<file path="src/rtl/alu_arithmetic.sv">
// -----------------------------------------------------------------------------
// alu_arithmetic
//   Small registered arithmetic unit. The operands are narrowed to their low
//   OP_W bits. The unit can add, subtract, increment or clear. The result and
//   its overflow flag are captured together on every rising clock edge, so the
//   latency is exactly one cycle.
//
// Ports
//   CLK       in   1  rising-edge clock for all state
//   RST_N     in   1  asynchronous active-low reset; clears OUT/OVERFLOW at once
//   A         in   8  operand A, only A[OP_W-1:0] is used
//   B         in   8  operand B, only B[OP_W-1:0] is used
//   S         in   8  operation select, all 8 bits decoded:
//                     0 add, 1 subtract, 2 increment, anything else clear
//   OUT       out  8  registered result
//   OVERFLOW  out  1  registered overflow flag matching OUT
//
// Parameters
//   OP_W      operand field width in bits, legal range 1..7
// -----------------------------------------------------------------------------
module alu_arithmetic #(
  parameter int OP_W = 3
) (
  input  logic       CLK,
  input  logic       RST_N,
  input  logic [7:0] A,
  input  logic [7:0] B,
  input  logic [7:0] S,
  output logic [7:0] OUT,
  output logic       OVERFLOW
);

  // Largest value an OP_W-bit operand can hold. It also serves as the mask.
  localparam logic [7:0] OP_MAX = 8'((1 << OP_W) - 1);

  localparam logic [7:0] SEL_ADD = 8'd0;
  localparam logic [7:0] SEL_SUB = 8'd1;
  localparam logic [7:0] SEL_INC = 8'd2;

  logic [7:0] a_op;
  logic [7:0] b_op;
  logic [7:0] out_d;
  logic [7:0] out_q;
  logic       ovf_d;
  logic       ovf_q;

  // Zero-extend the low OP_W bits. Upper operand bits never reach the result.
  function automatic logic [7:0] narrow_op(input logic [7:0] v);
    return v & OP_MAX;
  endfunction

  // With OP_W <= 7, a + b is at most 254. The 8-bit sum therefore never wraps.
  // Overflow is relative to the OP_W-bit field, not to the 8-bit output.
  function automatic logic [8:0] add_op(input logic [7:0] x, input logic [7:0] y);
    logic [7:0] sum;
    sum = x + y;
    return {(sum > OP_MAX), sum};
  endfunction

  // Subtraction wraps modulo 256 and never reports overflow.
  function automatic logic [8:0] sub_op(input logic [7:0] x, input logic [7:0] y);
    logic [7:0] diff;
    diff = x - y;
    return {1'b0, diff};
  endfunction

  // Increment is untruncated. It flags the step past the OP_W-bit maximum.
  function automatic logic [8:0] inc_op(input logic [7:0] x);
    logic [7:0] nxt;
    nxt = x + 8'd1;
    return {(x == OP_MAX), nxt};
  endfunction

  always_comb begin
    a_op  = narrow_op(A);
    b_op  = narrow_op(B);
    out_d = 8'd0;
    ovf_d = 1'b0;
    unique case (S)
      SEL_ADD: {ovf_d, out_d} = add_op(a_op, b_op);
      SEL_SUB: {ovf_d, out_d} = sub_op(a_op, b_op);
      SEL_INC: {ovf_d, out_d} = inc_op(a_op);
      // Clear, and every undefined select, leave the zero defaults.
      default: begin
        out_d = 8'd0;
        ovf_d = 1'b0;
      end
    endcase
  end

  // Result register stage. OUT and OVERFLOW share one flop group.
  always_ff @(posedge CLK or negedge RST_N) begin
    if (!RST_N) begin
      out_q <= 8'd0;
      ovf_q <= 1'b0;
    end else begin
      out_q <= out_d;
      ovf_q <= ovf_d;
    end
  end

  assign OUT      = out_q;
  assign OVERFLOW = ovf_q;

endmodule

</file>
<file path="config.mk">
export PLATFORM = sky130hd
export DESIGN_NAME = alu_arithmetic
export DESIGN_NICKNAME = d
export VERILOG_FILES = /design/src/rtl/alu_arithmetic.sv
export SDC_FILE = /design/constraint.sdc
export NUM_CORES = 1
export LEC_CHECK = 0
export BUFFER_PORTS_ARGS = -buffer_cell sky130_fd_sc_hd__buf_2
export CORE_UTILIZATION = 40
export DETAILED_ROUTE_END_ITERATION = 6
export HOLD_SLACK_MARGIN = 0.03
export MAX_ROUTING_LAYER = met4
export PLACE_DENSITY_LB_ADDON = 0.08
export SLEW_MARGIN = 20
export SYNTH_ARGS = -nofsm -noshare
export SYNTH_HDL_FRONTEND = slang
export SYNTH_SLANG_ARGS = --single-unit
</file>
<file path="constraint.sdc">
create_clock -name CLK -period 0.8 [get_ports CLK]
set_input_delay 0.16 -clock CLK [delete_from_list [all_inputs] [get_ports CLK]]
set_output_delay 0.16 -clock CLK [all_outputs]
set_load 0.1 [all_outputs]
</file>
# Yosys cells after proc, flatten, opt, wreduce, memory -nomap -nowiden
# Index checks and enable logic that the tools add are counted.
# classes
addsub	3
n_lt_le_gt_ge	1
eq_ne	3
mux	2
n_reduce_logical	1
# op_table
operator	n
$pmux 8 s3	1
$eq 8x1->1 const B	1
$eq 8x2->1 const B	1
$logic_not 8->1	1
$add 3x1->4 const B	1
$add 3x3->4	1
$gt 4x3->1 const B	1
$sub 3x3->4	1
$eq 3x3->1 const B	1
$pmux 1 s2	1
# totals
ff_bits	9
in_bits	26
out_inout_bits	9
word_cells	12

# Logic depth before layout (Yosys ltp)
# Gate-level depths: netlist (run 1).
# depth
word_depth	3
mapped_depth	7
mapped_depth_nobuf	7

# Worst setup path after synthesis (run 1)
# No wires, ideal clock.
# synth_timing
kind	register to output
startpoint	register OUT[6] (netlist name)
endpoint	output OUT[5]
arrival_time_ns	1.357
t_required_ns	0.640
setup_slack_ns	-0.717
path_stages_with_launch	2
n_path_buf	1
cell_sequence	dfrtp_1 -> buf_4
# synth_lines
element	line_no	source
end: declaration	29	output logic [7:0] OUT,

# Final worst setup path (run 1)
# layout_timing
startpoint	input A[0]
endpoint	register out_q[1], in the netlist OUT[1]
# layout_between
elab_chain_len	2
# layout_rtl
element	line_no	source
start: declaration	26	input logic [7:0] A,
$add 3x1->4 (tied with other cells)	70	nxt = x + 8'd1;
$pmux 8 s3 (*)	79	unique case (S)
named net out_d[1]	42	logic [7:0] out_d;
end signal: assignment	97	out_q <= out_d;
end: declaration	43	logic [7:0] out_q;
# Mark *: on every way through the listed nets, which the timed path passes. The rest lies on a longest branch.

==> qor.csv, run 1 <==
metric,value,unit
status,finished with violations,
Hold WC Path Type,input port to flop,
critical path cell sequence,buf_12 -> inv_12 -> ha_4 -> inv_2 -> fa_2 -> mux2_4 -> nand2_2 -> a21oi_2,
CP Capture Type,flop,
row count,12,
ANT nets after route,0,
Worst Path Arrival,1.27,ns
"most common cell after layout, fill and taps aside",buf_2,
"Distinct cells, synth",23,
Core ar.,0.00116,mm²
Mapped Avg Cell Area,9.06,µm²
Hold WS,0.177,ns
unrepaired setup endpoints after global routing,true,
Critical Path Fanout Max,3,
slowest cell on the critical path,fa_2,
CTS tree,yes,
leak pwr,0.450,nW
initial antenna violation count,0,
post-DP HPWL,1060,µm
worst-margin pin slew,0.310,ns
Placed Instance Area,925,µm²
PnR worst setup slack,-0.350,ns
YS warnings,0,
Slew headroom,79.2,%
largest net degree at the start of global routing,7,
DR vias,573,
number of synthesized register bits,6,
kind of critical path,input port to flop,
fill count,48,
H-tree depth,1,
Tmin final,1.15,ns
number of global-route vias before repair,563,
die extent in y,38.2,µm
Syn-to-layout area delta,98.8,%
"commonest non-fill, non-tap cells in the layout","buf_2 (12), buf_4 (11), buf_12 (10)",
area of the multi-input gates,423,µm²
fin util,90.4,%
die area,0.00146,mm²
clock buffer depth,2,
first-pass GRT wire length,2110,µm
routed length per instance,13.0,µm
layout cells sized above 1,65.6,%
Highest Clock Rate,0.869,GHz
"Net Count, Synth",94,
Placed Cells,100,
post-synth top area share,28.6,%
post-route cell area,0.00104,mm²
max incr delay on CP,0.41,ns
clk slew on worst S/H paths,0.04,ns
TritonCTS buffer count,3,
Die X,38.2,µm
initial core utilization,45.5,%
I/O pin count,35,
Residual DRC,0,
Final #Nets,131,
grt total ovfl,0,
Setup TNS,-3.54,ns
crit start category,input port,
Antenna diodes,0,
Via density,5.36,
aggregate routed wire length,1400,µm
Post-Syn Instances,58,
CTS root buf,clkbuf_4,
Post-Layout Cell Count,107,
port bufs,24,
Total GRT Usage,21.8,%
Yosys top cell by area,dfrtp_1,
TritonRoute pass-1 iters,4,
crit share post-route,144,%
CTS Sinks,6,
fin. max-slew vios,0,
final hold vios,0,
endpoints failing setup,14,
synth top area cells,"dfrtp_1 (29%), ha_1 (19%), fa_1 (7.6%), inv_1 (5.7%), buf_4 (4.3%)",
initial drt markers,13,
sequential-to-total area share from yosys stat,28.6,%
Syn Std Cell Area,526,µm²
MaxCap Viol Count,0,
sequential cell area,173,µm²
VDD IR max,0.000526,V
CP required,0.92,ns
Final Wtd Congestion,0.837,
power density cells,907,mW/mm²
Setup WS pre-CTS,-0.736,ns
violated checks,setup timing,
Power Total,0.948,mW
-- what timing repair did --
| action | 4_1_cts | 5_1_grt |
|---|---|---|
| hold endpoints to repair | 6 | 0 |
| hold buffers | 1 | 0 |
| gates resized for setup | 11 | 5 |
| setup endpoints to repair | 14 | 14 |
| buffers inserted | 1 | 3 |
| pin swaps | 8 | 5 |
-- path summary, 6_finish.rpt --
check / startpoint / cells past startpoint / slack, ns / end
worst max-delay path: A[0] / 8 / -0.35 / OUT[1]
worst min-delay path: S[1] / 2 / 0.18 / OVERFLOW
max in group asynchronous: RST_N / 2 / 0.37 / OUT[1]
min in group asynchronous: RST_N / 2 / 0.27 / OUT[2]
-- cells in the mapped netlist --
| cell type | instances |
|---|---|
| o2111ai_1 | 1 |
| nor3_1 | 1 |
| a311oi_1 | 1 |
| a21oi_1 | 2 |
| fa_1 | 2 |
| o311ai_0 | 1 |
| dfrtp_1 | 6 |
| mux2_1 | 1 |
| nor2_1 | 6 |
| a221oi_1 | 1 |
| nand3_1 | 3 |
| nand2_1 | 5 |
| inv_1 | 8 |
| a41oi_1 | 1 |
| buf_4 | 3 |
| xnor2_1 | 1 |
| nand4_1 | 1 |
| a31oi_1 | 1 |
| nor2b_1 | 2 |
| nand2b_1 | 1 |
| o21bai_1 | 1 |
| xor2_1 | 1 |
| ha_1 | 8 |
-- routing by layer --
layer / part of all wire (%) / track usage, %
met5: 0 / -
met4: 2.9 / 17.0
met1: 37 / 20.4
met2: 53 / 38.6
met3: 7.2 / 4.07
-- cell type report --
class,count,area share (%)
Timing Repair Buffer,35,34.9
Clock buffer,3,2.16
Inverter,8,4.31
Multi-Input combinational cell,41,40.5
Sequential cell,6,16.5
Tap cell,14,1.68
-- flip-flops by register name (all words and copies together), names as in the netlist --
name and count:
OVERFLOW 1, OUT 5
-- cells by family (layout without fill, tap and decap cells) --
family	after synthesis	count (layout)	share of synthesized area (%)
flip-flops	6	6	28.6
multiplexers	1	1	2.14
buffers and inverters	11	46	10.0
XOR/XNOR	2	2	3.33
adder cells (fa/ha/maj)	10	10	26.7
AO/OA/AOI/OAI	9	9	12.9
AND/OR/NAND/NOR	19	19	16.4
-- where the power goes --
| group | leakage (nW) | switching [mW] | total (mW) | internal, mW |
|---|---|---|---|---|
| logic | 0.364 | 0.177 | 0.367 | 0.190 |
| registers | 0.0717 | 0.00133 | 0.308 | 0.307 |
| clock network | 0.0138 | 0.103 | 0.273 | 0.169 |
| total | 0.450 | 0.282 | 0.948 | 0.665 |
-- worst max-delay path: cells and delay by family --
kind,cells,cell delay [ns]
fa+ha+maj,2,0.56
simple gates,1,0.06
buf+inv,3,0.18
compound gates,1,0.04
mux,1,0.27
No activity file was read; power rests on OpenSTA's default activity.
==> run 2: changes to the inputs <==
- RECOVER_POWER: not set -> 50
==> run 2 against run 1 <==
  * The run still ends with setup timing left
  * Combinational power is essentially flat
  * Count of clock-buffer cells in the layout is the same
  * Core utilization decreased by 0.11 points
  * Flip-flop and latch count is the same
  * Final area decreased by 0.12%
  * Via count did not move
  * Global-route usage stayed put
  * Critical path depth unchanged
  * Sequential power is essentially flat
  * Die area did not move
  * Sequential share of layout area hardly changed
  * Critical path type unchanged
  * Largest cell class unchanged
  * Highest routed layer unchanged
==> qor.csv, run 2 (synthesis results as in run 1) <==
metric,value,unit,change
status,finished with violations,,
violated checks,setup timing,,
number of global-route vias before repair,563,,unchanged
leak pwr,0.447,nW,-0.61%
Hold WS,0.177,ns,unchanged
sequential cell area,173,µm²,unchanged
critical path launch point,A[0],,
critical path cell sequence,buf_12 -> inv_12 -> ha_4 -> inv_2 -> fa_2 -> mux2_4 -> nand2_2 -> a21oi_2,,
row count,12,,unchanged
TritonCTS buffer count,3,,unchanged
endpoints failing setup,14,,unchanged
GR Util met3,4.07,%,unchanged
clk slew on worst S/H paths,0.04,ns,about the same
post-DP HPWL,1060,µm,unchanged
Total GRT Usage,21.8,%,unchanged
Highest Clock Rate,0.869,GHz,unchanged
CTS tree,yes,,
CTS root buf,clkbuf_4,,
kind of critical path,input port to flop,,
unrepaired setup endpoints after global routing,true,,
fin. max-slew vios,0,,unchanged
die extent in y,38.2,µm,unchanged
"CP delay by family, top",adder cells,,
initial drt markers,13,,unchanged
crit start category,input port,,
layout cells sized above 1,64.5,%,-1.1 points
"commonest non-fill, non-tap cells in the layout","buf_2 (11), buf_4 (11), buf_12 (10)",,
largest net degree at the start of global routing,7,,unchanged
HP Start,S[1],,
grt total ovfl,0,,unchanged
CP Capture Type,flop,,
H-tree depth,1,,unchanged
power density cells,907,mW/mm²,about the same
DR vias,573,,unchanged
aggregate routed wire length,1390,µm,-0.21%
MaxCap Viol Count,0,,unchanged
Final #Nets,131,,unchanged
port bufs,24,,unchanged
Via density,5.36,,unchanged
met1 usage,20.4,%,unchanged
first-pass GRT wire length,2110,µm,unchanged
Slew headroom,79.2,%,unchanged
Final Wtd Congestion,0.837,,unchanged
initial antenna violation count,0,,unchanged
Syn-to-layout area delta,98.6,%,
worst-margin pin slew,0.310,ns,unchanged
clock buffer depth,2,,unchanged
slowest cell on the critical path,fa_2,,
crit share post-route,144,%,unchanged
Placed Cells,100,,unchanged
Worst Path Arrival,1.27,ns,about the same
ANT nets after route,0,,unchanged
die area,0.00146,mm²,unchanged
Hold WC Path Type,input port to flop,,
max FFs per register,5,,unchanged
met2 Usage GRT,38.6,%,unchanged
Power Total,0.947,mW,about the same
fill count,49,,+2.1%
Post-Layout Cell Count,107,,unchanged
Core ar.,0.00116,mm²,unchanged
VDD IR max,0.000526,V,about the same
I/O pin count,35,,unchanged
Die X,38.2,µm,unchanged
Critical Path Fanout Max,3,,unchanged
TritonRoute pass-1 iters,4,,unchanged
PnR worst setup slack,-0.350,ns,unchanged
Most Crowded Layer GR,met2,,
area of the multi-input gates,423,µm²,unchanged
final hold vios,0,,unchanged
CP required,0.92,ns,about the same
initial core utilization,45.5,%,unchanged
Residual DRC,0,,unchanged
max incr delay on CP,0.41,ns,about the same
Worst Path Buf+Inv,3,,unchanged
Antenna diodes,0,,unchanged
routed length per instance,13.0,µm,-0.21%
CTS Sinks,6,,unchanged
Tmin final,1.15,ns,unchanged
-- run 2: changes by cell type in the layout (fill, tap and decap cells not counted), sizes merged --
cell and delta:
buf -1, clkbuf +1
-- run 2: final cells by class --
cell class | instances | share of cell area (%)
clock buffers | 3 | 2.16
inverters | 8 | 4.32
multi-input cells | 41 | 40.5
flip-flops and latches | 6 | 16.5
well taps | 14 | 1.68
repair buffers | 35 | 34.8
-- run 2: layer usage --
layer	share of wire [%]	wire (µm)	vias up
met5	0	0	-
met4	2.9	40	0
met3	7.2	100	8
met2	53	734	32
met1	37	518	266
li1	-	-	267
-- run 2: final timing paths --
kind,to,slack [ns],cells after the start
min in group asynchronous,OUT[2],0.32,2
worst min-delay path,OVERFLOW,0.18,2
worst max-delay path,OUT[1],-0.35,8
max in group asynchronous,OUT[1],0.22,2
-- run 2: report_power, final --
part	internal (mW)	switching [mW]
sequential	0.307	0.00133
clock	0.169	0.103
combinational	0.189	0.177
-- run 2: through the flow --
stage               cell area (µm²)  util, %  setup TNS (ns)  setup WS (ns)
global route                   1040     90.3           -3.90         -0.363
finish                         1040     90.3           -3.54         -0.350
floorplan                       647        -           -1.87         -0.426
detailed placement              925     80.0           -3.08         -0.736
global placement                925     80.0           -2.85         -0.670
CTS                            1000     86.7           -3.67         -0.351
-- run 2: timing repair --
item                       4_1_cts  5_1_grt
hold buffers                     1        0
setup endpoints to repair       14       14
hold endpoints to repair         6        0
pin swaps                        8        5
setup buffers                    1        3
gates resized for setup         11        5
==> run 3: changes to the inputs <==
- CORE_AREA: not set -> 2 2 39 41
- CORE_UTILIZATION: 40 -> not set
- CTS_BUF_LIST: not set -> sky130_fd_sc_hd__clkbuf_8
- DIE_AREA: not set -> 0 0 41 43
==> run 3 against run 2 <==
  * The run still ends with setup timing left
  * Cell count increased by 5.6%
  * Sequential share of layout area is 1.3 points lower
  * Clock power is 61% higher
  * Non-clock buffer count is 4 higher
  * First-iteration DRC count shrank 62%
  * Worst setup slack got worse by 0.019 ns
  * Die area rose by 21%
  * Flip-flop and latch count unchanged
  * Total power rose by 23%
  * Maximum frequency fell by 1.7%
  * Worst hold slack better by 0.057 ns
  * Global-route usage down 3.5 points
  * Critical path type unchanged
  * Highest routed layer unchanged
==> qor.csv, run 3 (synthesis results as in run 1) <==
metric,value,unit,change
status,finished with violations,,
violated checks,setup timing,,
port bufs,24,,unchanged
max FFs per register,5,,unchanged
final hold vios,0,,unchanged
critical path launch point,A[0],,
CP Capture Type,flop,,
Clk network pwr share,37.8,%,+9.0 points
TritonRoute pass-1 iters,2,,-2
aggregate routed wire length,1510,µm,+8.3%
Worst Path Arrival,1.27,ns,about the same
CTS tree,yes,,
TritonCTS buffer count,3,,unchanged
Final Wtd Congestion,0.835,,-0.26%
fin. max-slew vios,0,,unchanged
Die X,41,µm,+7.2%
Critical Path Fanout Max,3,,unchanged
largest net degree at the start of global routing,7,,unchanged
Total GRT Usage,18.3,%,-3.5 points
post-route cell area,0.00113,mm²,+8.3%
MaxCap Viol Count,0,,unchanged
number of global-route vias before repair,537,,-4.6%
Tmin final,1.17,ns,+0.0193 ns
die extent in y,43,µm,+12%
power density cells,1030,mW/mm²,+13%
PnR worst setup slack,-0.369,ns,-0.0193 ns
switching part of the total,26.8,%,-3.0 points
initial antenna violation count,0,,unchanged
"commonest non-fill, non-tap cells in the layout","buf_4 (14), buf_12 (10), buf_2 (10)",,
crit start category,input port,,
Antenna diodes,0,,unchanged
HP Start,S[4],,
initial core utilization,38.0,%,-7.5 points
H-tree depth,1,,unchanged
initial drt markers,5,,-8
"most common cell after layout, fill and taps aside",buf_4,,
CP required,0.91,ns,about the same
Residual DRC,0,,unchanged
Placed Instance Area,957,µm²,+3.5%
Core ar.,0.00138,mm²,+20%
CTS Sinks,6,,unchanged
CTS root buf,clkbuf_8,,
ANT nets after route,0,,unchanged
crit share post-route,146,%,+2.4 points
first-pass GRT wire length,2140,µm,+1.3%
grt total ovfl,0,,unchanged
I/O pin count,35,,unchanged
clk slew on worst S/H paths,0.04,ns,about the same
die area,0.00176,mm²,+21%
layout cells sized above 1,69.1,%,+4.6 points
Slew headroom,80.2,%,+1.0 points
worst-margin pin slew,0.297,ns,-0.0129 ns
clock buffer depth,2,,unchanged
Syn-to-layout area delta,115,%,
Highest Clock Rate,0.855,GHz,-1.7%
Hold WC Path Type,input port to flop,,
Logic pwr share,35.6,%,-3.1 points
Cell Int Power,0.851,mW,+28%
post-DP HPWL,1050,µm,-1.0%
DR vias,546,,-4.7%
routed length per instance,13.3,µm,+2.5%
sw power,0.311,mW,+10%
Seq pwr share,26.6,%,-5.9 points
Final #Nets,135,,+3.1%
leak pwr,0.480,nW,+7.5%
endpoints failing setup,14,,unchanged
kind of critical path,input port to flop,,
Via density,4.83,,-9.8%
Hold WS,0.234,ns,+0.0571 ns
unrepaired setup endpoints after global routing,true,,
row count,14,,+2
VDD IR max,0.000557,V,+5.8%
run 3: final cells by class:
cell class	count	area, µm²
Timing Repair Buffer	39	410
Multi-Input combinational cell	41	438
Sequential cell	6	173
Clock buffer	3	41.3
Inverter	8	47.5
Tap cell	16	20.0
Fill cell	82	254
run 3: worst max-delay path, cell delays in order:
cell	delay, ns
buf_12	0.10
inv_12	0.03
ha_4	0.15
inv_2	0.05
fa_2	0.41
mux2_4	0.27
nand2_2	0.06
a21oi_2	0.04
run 3: final timing paths:
check                      cells after the start        to  slack, ns
worst max-delay path                           8    OUT[1]      -0.37
min in group asynchronous                      2  OVERFLOW       0.33
max in group asynchronous                      2    OUT[0]       0.21
worst min-delay path                           4  OVERFLOW       0.23
run 3: metrics by stage:
stage	std cells	total power [mW]	TNS (ns)	setup WS, ns	util [%]
after floorplan	58	0.480	-1.87	-0.426	-
after global placement	106	0.625	-2.85	-0.669	69.2
after detailed placement	106	0.633	-2.88	-0.688	69.2
after CTS	110	1.11	-3.24	-0.358	76.7
after global routing	113	1.21	-3.49	-0.386	81.6
final	113	1.16	-3.18	-0.369	81.6
run 3: power by group through the flow:
stage / Clock [mW] / Combinational [mW] / Sequential [mW]
after floorplan: 0 / 0.158 / 0.322
after global placement: 0 / 0.311 / 0.313
after detailed placement: 0 / 0.320 / 0.313
after CTS: 0.446 / 0.357 / 0.309
after global routing: 0.455 / 0.447 / 0.309
final: 0.440 / 0.414 / 0.309
run 3: timing repair:
action                     in CTS  in global routing
resized for setup              14                 11
pin swaps                       5                  8
hold buffers                    1                  0
hold endpoints to repair        6                  0
buffers inserted                0                  3
setup endpoints to repair      14                 14
run 3: layer usage:
metal  global-route usage [%]  vias up  share of wire, %
met3                     1.57        2               2.9
li1                         -      275                 -
met5                        -        -                 0
met4                     8.00        0              0.40
met1                     18.5      257                38
met2                     32.8       12                59
